===== config.mk =====
export PLATFORM = sky130hd
export DESIGN_NAME = mac_operand_feeder_flat
export DESIGN_NICKNAME = d
export VERILOG_FILES = /design/src/rtl/mac_operand_feeder_if.sv /design/src/rtl/mac_operand_feeder.sv /design/src/flat_wrapper.sv
export SDC_FILE = /design/constraint.sdc
export NUM_CORES = 1
export LEC_CHECK = 0
export BUFFER_PORTS_ARGS = -buffer_cell sky130_fd_sc_hd__buf_2
export CORE_MARGIN = 2
export CORE_UTILIZATION = 60
export CTS_CLUSTER_DIAMETER = 30
export DETAILED_ROUTE_END_ITERATION = 16
export PLACE_DENSITY = 0.81
export RECOVER_POWER = 100
export SYNTH_ARGS = -nofsm -noshare
export SYNTH_HDL_FRONTEND = slang
export SYNTH_SLANG_ARGS = --single-unit

===== constraint.sdc =====
create_clock -name clk -period 6.15 [get_ports clk]
set_input_delay 0.615 -clock clk [delete_from_list [all_inputs] [get_ports clk]]
set_output_delay 0.615 -clock clk [all_outputs]
set_load 0.01 [all_outputs]

===== src/rtl/mac_operand_feeder_if.sv =====
// Host/MAC-side bundle of the operand feeder: buffer write port, run control,
// operand stream handshake and MAC control/status.
interface mac_operand_feeder_if #(
    parameter int DW = 4,
    parameter int AW = 3
);
    logic          wr_en;
    logic [DW-1:0] wr_a;
    logic [DW-1:0] wr_b;
    logic          full;
    logic [AW:0]   count;
    logic          start;
    logic [DW-1:0] a_out;
    logic [DW-1:0] b_out;
    logic          op_valid;
    logic          op_ready;
    logic          op_last;
    logic          mac_clr;
    logic          mac_en;
    logic          mac_finish;
    logic          busy;
    logic          done;
    logic          err;

    modport slave (
        input  wr_en, wr_a, wr_b, start, op_ready, mac_finish,
        output full, count, a_out, b_out, op_valid, op_last,
               mac_clr, mac_en, busy, done, err
    );

    modport master (
        output wr_en, wr_a, wr_b, start, op_ready, mac_finish,
        input  full, count, a_out, b_out, op_valid, op_last,
               mac_clr, mac_en, busy, done, err
    );
endinterface


===== src/rtl/mac_operand_feeder.sv =====
// Buffers operand pairs from the host, then on start clears the MAC and streams
// the pairs into it, waiting for mac_finish (or a timeout) before reporting.
module mac_operand_feeder #(
    parameter int DW      = 4,
    parameter int DEPTH   = 8,
    parameter int AW      = 3,
    parameter int TIMEOUT = 15
) (
    input logic                clk,
    input logic                rst,
    mac_operand_feeder_if.slave bus
);
    localparam int TW = $clog2(TIMEOUT + 1);

    typedef enum logic [2:0] {
        S_IDLE,
        S_CLEAR,
        S_STREAM,
        S_WAIT_FIN,
        S_DONE
    } state_t;

    state_t        state_q, state_d;
    logic [AW:0]   count_q, count_d;
    logic          full_q, full_d;
    logic [AW-1:0] rd_ptr_q, rd_ptr_d;
    logic [TW-1:0] tmo_q, tmo_d;
    logic          err_q, err_d;

    logic [DW-1:0] mem_a_q [DEPTH];
    logic [DW-1:0] mem_b_q [DEPTH];

    logic wr_accept;
    logic is_last;
    logic xfer;

    assign wr_accept = (state_q == S_IDLE) && bus.wr_en && !full_q;
    assign is_last   = ({1'b0, rd_ptr_q} == (count_q - (AW+1)'(1)));
    assign xfer      = (state_q == S_STREAM) && bus.op_ready;

    always_comb begin
        state_d  = state_q;
        count_d  = count_q;
        rd_ptr_d = rd_ptr_q;
        tmo_d    = '0;
        err_d    = err_q;

        if (wr_accept) count_d = count_q + (AW+1)'(1);

        case (state_q)
            S_IDLE: begin
                // count_q excludes a same-cycle write, so an empty buffer errors
                // even if a pair is being written alongside start.
                if (bus.start) begin
                    if (count_q == '0) begin
                        err_d = 1'b1;
                    end else begin
                        err_d   = 1'b0;
                        state_d = S_CLEAR;
                    end
                end
            end
            S_CLEAR: begin
                rd_ptr_d = '0;
                state_d  = S_STREAM;
            end
            S_STREAM: begin
                if (xfer) begin
                    rd_ptr_d = rd_ptr_q + 1'b1;
                    if (is_last) state_d = S_WAIT_FIN;
                end
            end
            S_WAIT_FIN: begin
                if (bus.mac_finish) begin
                    state_d = S_DONE;
                end else if (tmo_q == TW'(TIMEOUT - 1)) begin
                    err_d    = 1'b1;
                    count_d  = '0;
                    rd_ptr_d = '0;
                    state_d  = S_IDLE;
                end else begin
                    tmo_d = tmo_q + 1'b1;
                end
            end
            S_DONE: begin
                count_d  = '0;
                rd_ptr_d = '0;
                state_d  = S_IDLE;
            end
            default: state_d = S_IDLE;
        endcase

        // A dropped write is sticky and outranks the clear done by start.
        if (bus.wr_en && !wr_accept) err_d = 1'b1;

        full_d = (count_d == (AW+1)'(DEPTH));
    end

    always_ff @(posedge clk or negedge rst) begin
        if (!rst) begin
            state_q  <= S_IDLE;
            count_q  <= '0;
            full_q   <= 1'b0;
            rd_ptr_q <= '0;
            tmo_q    <= '0;
            err_q    <= 1'b0;
        end else begin
            state_q  <= state_d;
            count_q  <= count_d;
            full_q   <= full_d;
            rd_ptr_q <= rd_ptr_d;
            tmo_q    <= tmo_d;
            err_q    <= err_d;
        end
    end

    // Storage needs no reset: count_q alone decides which entries are live.
    always_ff @(posedge clk) begin
        if (wr_accept) begin
            mem_a_q[count_q[AW-1:0]] <= bus.wr_a;
            mem_b_q[count_q[AW-1:0]] <= bus.wr_b;
        end
    end

    assign bus.op_valid = (state_q == S_STREAM);
    assign bus.op_last  = (state_q == S_STREAM) && is_last;
    assign bus.a_out    = (state_q == S_STREAM) ? mem_a_q[rd_ptr_q] : '0;
    assign bus.b_out    = (state_q == S_STREAM) ? mem_b_q[rd_ptr_q] : '0;
    assign bus.mac_clr  = (state_q == S_CLEAR);
    assign bus.mac_en   = (state_q == S_CLEAR) || (state_q == S_STREAM) ||
                          (state_q == S_WAIT_FIN);
    assign bus.busy     = (state_q != S_IDLE);
    assign bus.done     = (state_q == S_DONE);
    assign bus.err      = err_q;
    assign bus.full     = full_q;
    assign bus.count    = count_q;
endmodule


===== src/flat_wrapper.sv =====
// flat-port wrapper written by rule: the top's interface ports become plain ports
module mac_operand_feeder_flat 
#(
    parameter int DW      = 4,
    parameter int DEPTH   = 8,
    parameter int AW      = 3,
    parameter int TIMEOUT = 15
)
  (clk, rst, bus_wr_en, bus_wr_a, bus_wr_b, bus_start, bus_op_ready, bus_mac_finish, bus_full, bus_count, bus_a_out, bus_b_out, bus_op_valid, bus_op_last, bus_mac_clr, bus_mac_en, bus_busy, bus_done, bus_err);
  mac_operand_feeder_if #(.DW(DW), .AW(AW)) bus_i ();
  input logic clk;
  input logic rst;
  input wire logic [$bits(bus_i.wr_en)-1:0] bus_wr_en;
  input wire logic [$bits(bus_i.wr_a)-1:0] bus_wr_a;
  input wire logic [$bits(bus_i.wr_b)-1:0] bus_wr_b;
  input wire logic [$bits(bus_i.start)-1:0] bus_start;
  input wire logic [$bits(bus_i.op_ready)-1:0] bus_op_ready;
  input wire logic [$bits(bus_i.mac_finish)-1:0] bus_mac_finish;
  output wire logic [$bits(bus_i.full)-1:0] bus_full;
  output wire logic [$bits(bus_i.count)-1:0] bus_count;
  output wire logic [$bits(bus_i.a_out)-1:0] bus_a_out;
  output wire logic [$bits(bus_i.b_out)-1:0] bus_b_out;
  output wire logic [$bits(bus_i.op_valid)-1:0] bus_op_valid;
  output wire logic [$bits(bus_i.op_last)-1:0] bus_op_last;
  output wire logic [$bits(bus_i.mac_clr)-1:0] bus_mac_clr;
  output wire logic [$bits(bus_i.mac_en)-1:0] bus_mac_en;
  output wire logic [$bits(bus_i.busy)-1:0] bus_busy;
  output wire logic [$bits(bus_i.done)-1:0] bus_done;
  output wire logic [$bits(bus_i.err)-1:0] bus_err;
  assign bus_i.wr_en = bus_wr_en;
  assign bus_i.wr_a = bus_wr_a;
  assign bus_i.wr_b = bus_wr_b;
  assign bus_i.start = bus_start;
  assign bus_i.op_ready = bus_op_ready;
  assign bus_i.mac_finish = bus_mac_finish;
  assign bus_full = bus_i.full;
  assign bus_count = bus_i.count;
  assign bus_a_out = bus_i.a_out;
  assign bus_b_out = bus_i.b_out;
  assign bus_op_valid = bus_i.op_valid;
  assign bus_op_last = bus_i.op_last;
  assign bus_mac_clr = bus_i.mac_clr;
  assign bus_mac_en = bus_i.mac_en;
  assign bus_busy = bus_i.busy;
  assign bus_done = bus_i.done;
  assign bus_err = bus_i.err;
  mac_operand_feeder #(.DW(DW), .DEPTH(DEPTH), .AW(AW), .TIMEOUT(TIMEOUT)) u_core (.clk(clk), .rst(rst), .bus(bus_i));
endmodule

======== After elaboration in Yosys (flattened, before gate mapping) ========
Memory sizes are Yosys's and may differ from the RTL's.
Cells that the tools add are included.
cells by class
  equal/unequal tests ..................... 17
  reduce and logical (&&, ||, !) cells .... 18
  mux-type cells .......................... 27
  add/subtract/negate cells ............... 4
operators by type and width
  kind                 count
  $mux 4               8
  $mux 3               8
  $pmux 3 s4           1
  $pmux 3 s3           1
  $reduce_bool 3->1    3
  $add 4x1->4 const B  2
  $eq 4x4->1 const B   2
  $pmux 4 s2           1
  $reduce_and 4->1     2
  $mux 1               7
  $eq 3x2->1 const B   2
  $ne 2x1->1 const B   3
  $ne 2x2->1 const B   3
  $ne 3x2->1 const B   2
  $logic_and 1x1->1    5
  $reduce_and 5->1     1
  $eq 3x4->1           1
  $logic_not 4->1      1
  $sub 4x1->4 const B  1
  $add 3x1->3 const B  1
  $eq 3x1->1 const B   1
  $eq 3x3->1 const B   1
  $logic_not 3->1      1
  $ne 3x1->1 const B   1
  other kinds (5)      7
storage, ports and cells
  output and inout port bits .............. 20
  register bits after elaboration ......... 16
  bits of input ports ..................... 14
  RAM bits ................................ 64
  memories kept ........................... 2
memories
  name            words  bits a word  read ports  clocked after Yosys merged registers in  write ports  line                      source
  u_core.mem_a_q  8      4            1           0                                        1            mac_operand_feeder.sv:30  logic [DW-1:0] mem_a_q [DEPTH];
  u_core.mem_b_q  8      4            1           0                                        1            mac_operand_feeder.sv:31  logic [DW-1:0] mem_b_q [DEPTH];

======== Depth between registers and ports, before layout ========
Gate-level depths: netlist (run 1).
  word-level depth ........................ 8
  depth in mapped cells ................... 7
  mapped depth without buffers ............ 6

======== Worst setup path after synthesis (run 1) ========
OpenSTA, ideal clock, no wires.
  kind .................................... flip-flop to output port
  from .................................... reg u_core.count_q[1] (netlist: u_core.bus.count[1])
  to ...................................... out bus_op_last
  path slack .............................. 3.960 ns
  arrival time ............................ 1.575 ns
  cell stages (with the launch flop) ...... 8
  cells stage by stage .................... dfrtp_1 clkbuf_1 inv_1 ha_1 xnor2_1 nor3_1 o21ai_0 nor2_1
on the way
  longest elaborated chain between the ends .. 3
RTL lines
  element                   line                       source
  start: declaration        mac_operand_feeder.sv:24   logic [AW:0] count_q, count_d;
  start signal: assignment  mac_operand_feeder.sv:109  count_q <= count_d;
  $sub 4x1->4               mac_operand_feeder.sv:38   assign is_last = ({1'b0, rd_ptr_q} == (count_q - (AW+1)'(1)));
  $eq 3x4->1                mac_operand_feeder.sv:38
  $logic_and 1x1->1         mac_operand_feeder.sv:126  assign bus.op_last = (state_q == S_STREAM) && is_last;
  end: declaration          flat_wrapper.sv:24         output wire logic [$bits(bus_i.op_last)-1:0] bus_op_last;
Every way passes these cells.

======== Final worst setup path (run 1) ========
  from .................................... reg u_core.rd_ptr_q[0]
  to ...................................... out bus_a_out[2]
on the way
  longest elaborated chain between the ends .. 2
RTL lines
  element                   line                       source
  start: declaration        mac_operand_feeder.sv:26   logic [AW-1:0] rd_ptr_q, rd_ptr_d;
  start signal: assignment  mac_operand_feeder.sv:111  rd_ptr_q <= rd_ptr_d;
  $mem_v2 8x4               -
  $mux 4                    mac_operand_feeder.sv:127  assign bus.a_out = (state_q == S_STREAM) ? mem_a_q[rd_ptr_q] : '0;
  end: declaration          flat_wrapper.sv:21         output wire logic [$bits(bus_i.a_out)-1:0] bus_a_out;
Every way passes these cells.

==> impl_metrics.csv, run 1 <==
group,metric,value,unit
floorplanning,io-pin-count,34,
setup_path,critPathKind,"reg -> out",
timing,setup_ws,2.74,ns
detailed_routing,viasPerCell,5.95,
setup_path,cp.arrival,2.79,ns
timing,post-route-period-util,55.4,%
detailed_routing,drt_iter0_markers,140,
clock_tree,cts_tree,"yes",
timing,rsz0062_at_grt,"false",
place,portBuffers,33,
setup_path,end_kind,"output pin",
detailed_routing,final_antenna_net_count,0,
yosys,synthFlopType,"edfxtp_1",
yosys,synth-edff-count,64,
yosys,synth_nets,245,
finish,fin_nets,279,
yosys,avgSynthCellArea,15.3,um^2
power,ir_drop,0.000360,V
global_route,grt_pass1_wl,10100,um
yosys,synth_seq_cells,80,
timing,tightestPinTransition,1.69,ns
floorplanning,die_h,79.9,um
timing,hold_viol,0,
status,outcome,"finished with violations",
flow_run,cap_violations,3,
clock_tree,clock_latency,0.36,ns
setup_path,rr_startpoint,"u_core.state_q[2]$_DFFE_PN0P_",
detailed_routing,wl_per_cell,19.5,um
setup_path,critPathRequiredTime,5.53,ns
yosys,netlist_area,3460,um^2
timing,setup_viol,0,
clock_tree,post_cts_resized,0,
finish,drive_gt1_share,14.7,%
yosys,synth_cells,226,
yosys,yosysSeqAreaShare,67.2,%
yosys,synth_cell_type_count,40,
place,dp.cells,321,
timing,drv_slew,28,
finish,fill_cells,397,
place,dp_hpwl,4120,um
clock_tree,h-tree-depth,3,
floorplanning,fp.dieW,79.9,um
detailed_routing,drt_wl_total,6570,um
finish,multi_input_area,1000,um^2
floorplanning,initial_utilization,62.4,%
global_route,grt_usage,22.8,%
global_route,antenna_found_initial,0,
place,gp_congestion,0.858,
timing,relSlewSlack,-13.4,%
finish,fin_util,68.6,%
clock_tree,ctsHoldBuffers,0,
timing,fin_crit,3.41,ns
place,pre_cts_ws,3.80,ns
yosys,yosysWarnings,0,
setup_path,cp-start-kind,"flop",
finish,fin_cells,337,
power,powerDensity,442,nW/um^2
timing,fmax,294,MHz
clock_tree,clockBufferDepth,2,
finish,layout_commonest_cell,"edfxtp_1",
floorplanning,core-area,5540,um^2
finish,diodes,0,
status,violations,"max-capacitance violations, max-slew violations",
global_route,overflow,0,
timing,clock_skew,0.0122,ns
timing,tns,0,ns
clock_tree,clk_pin_slew,0.09,ns
power,p_total,1.68,mW
setup_path,startpoint,"u_core.rd_ptr_q[0]$_DFFE_PN0P_",
clock_tree,clock_tree.root_cell,"clkbuf_8",
setup_path,r2r_cells,5,
yosys,async_flop_share,20.0,%
global_route,grt_max_degree,20,
global_route,grt_pass1_vias,1867,
finish,synthToLayoutAreaGrowth,9.99,%
min_path,holdCritPathClass,"in -> async",
clock_tree,cts_setup_buffers,0,
floorplanning,die_area,6380,um^2
detailed_routing,vias,2004,
detailed_routing,drc,0,
detailed_routing,firstDrtPassIters,4,
finish,final_cell_mix,"edfxtp_1, clkbuf_1, nand2_1",
finish,ff_latch_area,2320,um^2
clock_tree,cts_buffers,9,
setup_path,critPathMaxFanout,16,
clock_tree,clock_sinks,80,
power,p_leak,1.33,nW
floorplanning,row_count,27,
layer usage:
layer / track usage (%) / share of wire (%)
met1: 32.1 / 43
met2: 34.8 / 49
met3: 7.13 / 7.5
met4: 6.61 / 0.87
met5: 0 / 0
power by group:
| group | internal [mW] | switching (mW) |
|---|---|---|
| Clock | 0.233 | 0.202 |
| Sequential | 0.645 | 0.0912 |
| Combinational | 0.230 | 0.278 |
synthesized netlist by cell type, types with 3 or more instances:
library cell / count / share of area (%)
edfxtp_1: 64 / 56
nand2_1: 28 / 3.0
nor2_1: 17 / 1.8
dfrtp_1: 16 / 12
mux4_2: 16 / 10
a21oi_1: 11 / 1.6
nand3_1: 6 / 0.87
ha_1: 5 / 1.8
inv_1: 5 / 0.54
nor3_1: 5 / 0.72
xnor2_1: 5 / 1.3
clkbuf_1: 4 / 0.43
xor2_1: 4 / 1.0
buf_2: 3 / 0.43
buf_6: 3 / 0.98
nand2b_1: 3 / 0.54
nand3b_1: 3 / 0.65
o21ai_0: 3 / 0.43
final timing paths:
check / end / slack [ns]
max: bus_a_out[2] / 2.74
min: u_core.rd_ptr_q[0]$_DFFE_PN0P_ / 0.34
max reg2reg: u_core.bus.full$_DFF_PN0_ / 2.84
min reg2reg: u_core.tmo_q[0]$_DFF_PN0_ / 0.49
max in group asynchronous: u_core.bus.count[0]$_DFF_PN0_ / 5.27
min in group clk: u_core.tmo_q[0]$_DFF_PN0_ / 0.49
worst max-delay path, cell delays in order, from the launching register on:
cell,delay [ns]
dfrtp_1,0.45
clkbuf_1,0.99
mux4_2,0.62
nand2_1,0.10
a21oi_1,0.10
clkbuf_1,0.15
cell type report:
type | instances | share of cell area (%)
repair buffers | 34 | 3.52
inverters | 7 | 0.691
flip-flops and latches | 80 | 61.1
clock buffers | 9 | 3.26
well taps | 72 | 2.37
multi-input cells | 128 | 26.4
clock inverters | 7 | 2.70
state kept, by name, indices dropped and copies added (netlist names):
| register | flops |
|---|---|
| u_core.bus.full | 1 |
| u_core.mem_a_q | 32 |
| u_core.mem_b_q | 32 |
| u_core.state_q | 3 |
| u_core.bus.count | 4 |
| u_core.bus.err | 1 |
| u_core.tmo_q | 4 |
| u_core.rd_ptr_q | 3 |
kinds of logic after synthesis:
kind of cell | after synthesis | synth area share [%]
AND/OR/NAND/NOR | 74 | 10.8
AO/OA/AOI/OAI | 22 | 4.05
adder cells (fa/ha/maj) | 5 | 1.81
buffers and inverters | 18 | 2.82
multiplexers | 18 | 11.0
XOR/XNOR | 9 | 2.28
flip-flops | 80 | 67.2
per-stage QoR:
stage / instance area [um^2] / hold slack (ns)
6_report: 3800 / 0.340
5_1_grt: 3800 / 0.417
4_1_cts: 3880 / 0.152
3_5_place_dp: 3660 / 0.484
3_3_place_gp: 3660 / 0.475
2_1_floorplan: 3460 / 0.319
Note: power is estimated with default switching activity, not from simulation.
==> run 2, diff against run 1 <==
--- a/config.mk
+++ b/config.mk
@@ -7,10 +7,10 @@
 export LEC_CHECK = 0
 export BUFFER_PORTS_ARGS = -buffer_cell sky130_fd_sc_hd__buf_2
 export CORE_MARGIN = 2
-export CORE_UTILIZATION = 60
+export CORE_UTILIZATION = 53
 export CTS_CLUSTER_DIAMETER = 30
 export DETAILED_ROUTE_END_ITERATION = 16
-export PLACE_DENSITY = 0.81
+export PLACE_DENSITY = 0.76
 export RECOVER_POWER = 100
 export SYNTH_ARGS = -nofsm -noshare
 export SYNTH_HDL_FRONTEND = slang
==> constraint.sdc (replaced) <==
create_clock -name clk -period 3 [get_ports clk]
set_input_delay 0.3 -clock clk [delete_from_list [all_inputs] [get_ports clk]]
set_output_delay 0.3 -clock clk [all_outputs]
set_load 0.01 [all_outputs]
==> impl_metrics.csv, run 2 (synthesis results as in run 1) <==
group,metric,value,unit
place,placed_area,3670,um^2
timing,hold_viol,0,
global_route,grt_pass1_vias,1935,
timing,whs,0.260,ns
place,portBuffers,33,
global_route,grt_pass1_wl,10200,um
setup_path,cp-start-kind,"flop",
floorplanning,die_area,7190,um^2
power,p_leak,1.32,nW
global_route,overflow,0,
detailed_routing,drt_iter0_markers,202,
flow_run,cap_violations,0,
timing,drv_slew,0,
setup_path,end_kind,"flop",
global_route,grt_usage,19.4,%
floorplanning,core-area,6310,um^2
finish,layout_commonest_cell,"edfxtp_1",
finish,post-route-cell-area,3820,um^2
finish,fin_nets,282,
place,gp_congestion,0.874,
clock_tree,clockBufferDepth,2,
timing,clock_skew,0.00573,ns
timing,tightestPinTransition,0.943,ns
clock_tree,clock_tree.root_cell,"clkbuf_8",
floorplanning,die_h,84.8,um
floorplanning,initial_utilization,54.8,%
clock_tree,cts_tree,"yes",
clock_tree,clock_sinks,80,
timing,relSlewSlack,37.1,%
finish,drive_gt1_share,15.3,%
power,ir_drop,0.000475,V
detailed_routing,wl_per_cell,18.9,um
detailed_routing,final_antenna_net_count,0,
floorplanning,fp.dieW,84.8,um
finish,diodes,0,
clock_tree,post_cts_resized,0,
detailed_routing,vias,1996,
timing,fmax,397,MHz
timing,rsz0062_at_grt,"false",
global_route,antenna_found_initial,0,
finish,fill_cells,502,
setup_path,cp.arrival,2.50,ns
clock_tree,clk_pin_slew,0.09,ns
place,dp_hpwl,4260,um
global_route,grt_max_degree,21,
status,outcome,"completed",
clock_tree,h-tree-depth,3,
power,powerDensity,882,nW/um^2
min_path,holdCritPathClass,"in -> reg",
timing,tns,0,ns
detailed_routing,drc,0,
detailed_routing,drt_wl_total,6540,um
detailed_routing,firstDrtPassIters,4,
setup_path,critPathKind,"reg -> reg",
timing,post-route-period-util,84.0,%
clock_tree,cts_buffers,9,
finish,synthToLayoutAreaGrowth,10.4,%
timing,setup_viol,0,
detailed_routing,viasPerCell,5.79,
setup_path,critPathRequiredTime,2.98,ns
setup_path,critPathMaxFanout,9,
floorplanning,row_count,29,
clock_tree,clock_latency,0.35,ns
floorplanning,io-pin-count,34,
finish,final_cell_mix,"edfxtp_1, clkbuf_1, nand2_1",
timing,fin_crit,2.52,ns
run 2: timing repair:
action	4_1_cts	5_1_grt
buffers inserted	0	0
hold buffers	1	0
hold endpoints to repair	16	0
run 2: cell type report:
type | instances | area, um^2 | share of cell area [%]
clock buffers | 9 | 124 | 3.24
clock inverters | 7 | 78.8 | 2.06
inverters | 7 | 26.3 | 0.688
multi-input cells | 128 | 1010 | 26.6
flip-flops and latches | 80 | 2320 | 60.8
well taps | 77 | 96.3 | 2.52
repair buffers | 37 | 155 | 4.06
run 2: critical path: stages, from the launching register on:
cell and delay, ns:
dfrtp_1 0.46, nor3_1 0.62, nand3_1 0.30, nor2_1 0.76
run 2: path summary, 6_finish.rpt:
kind                                                        to  slack [ns]  depth (start not counted)                          start
worst max-delay path            u_core.mem_b_q[6][2]$_DFFE_PP_        0.48                          3  u_core.state_q[2]$_DFFE_PN0P_
worst min-delay path                u_core.bus.err$_DFFE_PN0P_        0.26                          3                      bus_wr_en
worst max register to register  u_core.mem_b_q[6][2]$_DFFE_PP_        0.48                          3  u_core.state_q[2]$_DFFE_PN0P_
worst min register to register       u_core.tmo_q[0]$_DFF_PN0_        0.50                          1      u_core.tmo_q[0]$_DFF_PN0_
max in group asynchronous       u_core.rd_ptr_q[2]$_DFFE_PN0P_        1.82                          2                            rst
min in group asynchronous        u_core.bus.count[1]$_DFF_PN0_        0.60                          2                            rst
run 2: where the power goes:
group          total, mW  internal [mW]  switching (mW)
Combinational       1.06          0.479           0.580
Sequential          1.50           1.32           0.177
Clock              0.809          0.391           0.418
Total               3.37           2.19            1.18
run 2: per-stage QoR:
stage          utilization (%)  total power [mW]  setup slack, ns  std cells
6_report                  60.5              3.37            0.479        345
5_1_grt                   60.5              3.56            0.303        345
4_1_cts                   61.5              3.44            0.612        345
3_5_place_dp              58.1              2.65            0.851        328
3_3_place_gp              58.1              2.62            0.917        328
2_1_floorplan                -              2.34             1.04        226
run 2: metal layers:
layer,global-route usage [%],part of all wire (%)
met1,28.0,44
met2,28.6,48
met3,5.41,7.0
met4,7.36,1.3
met5,0,0
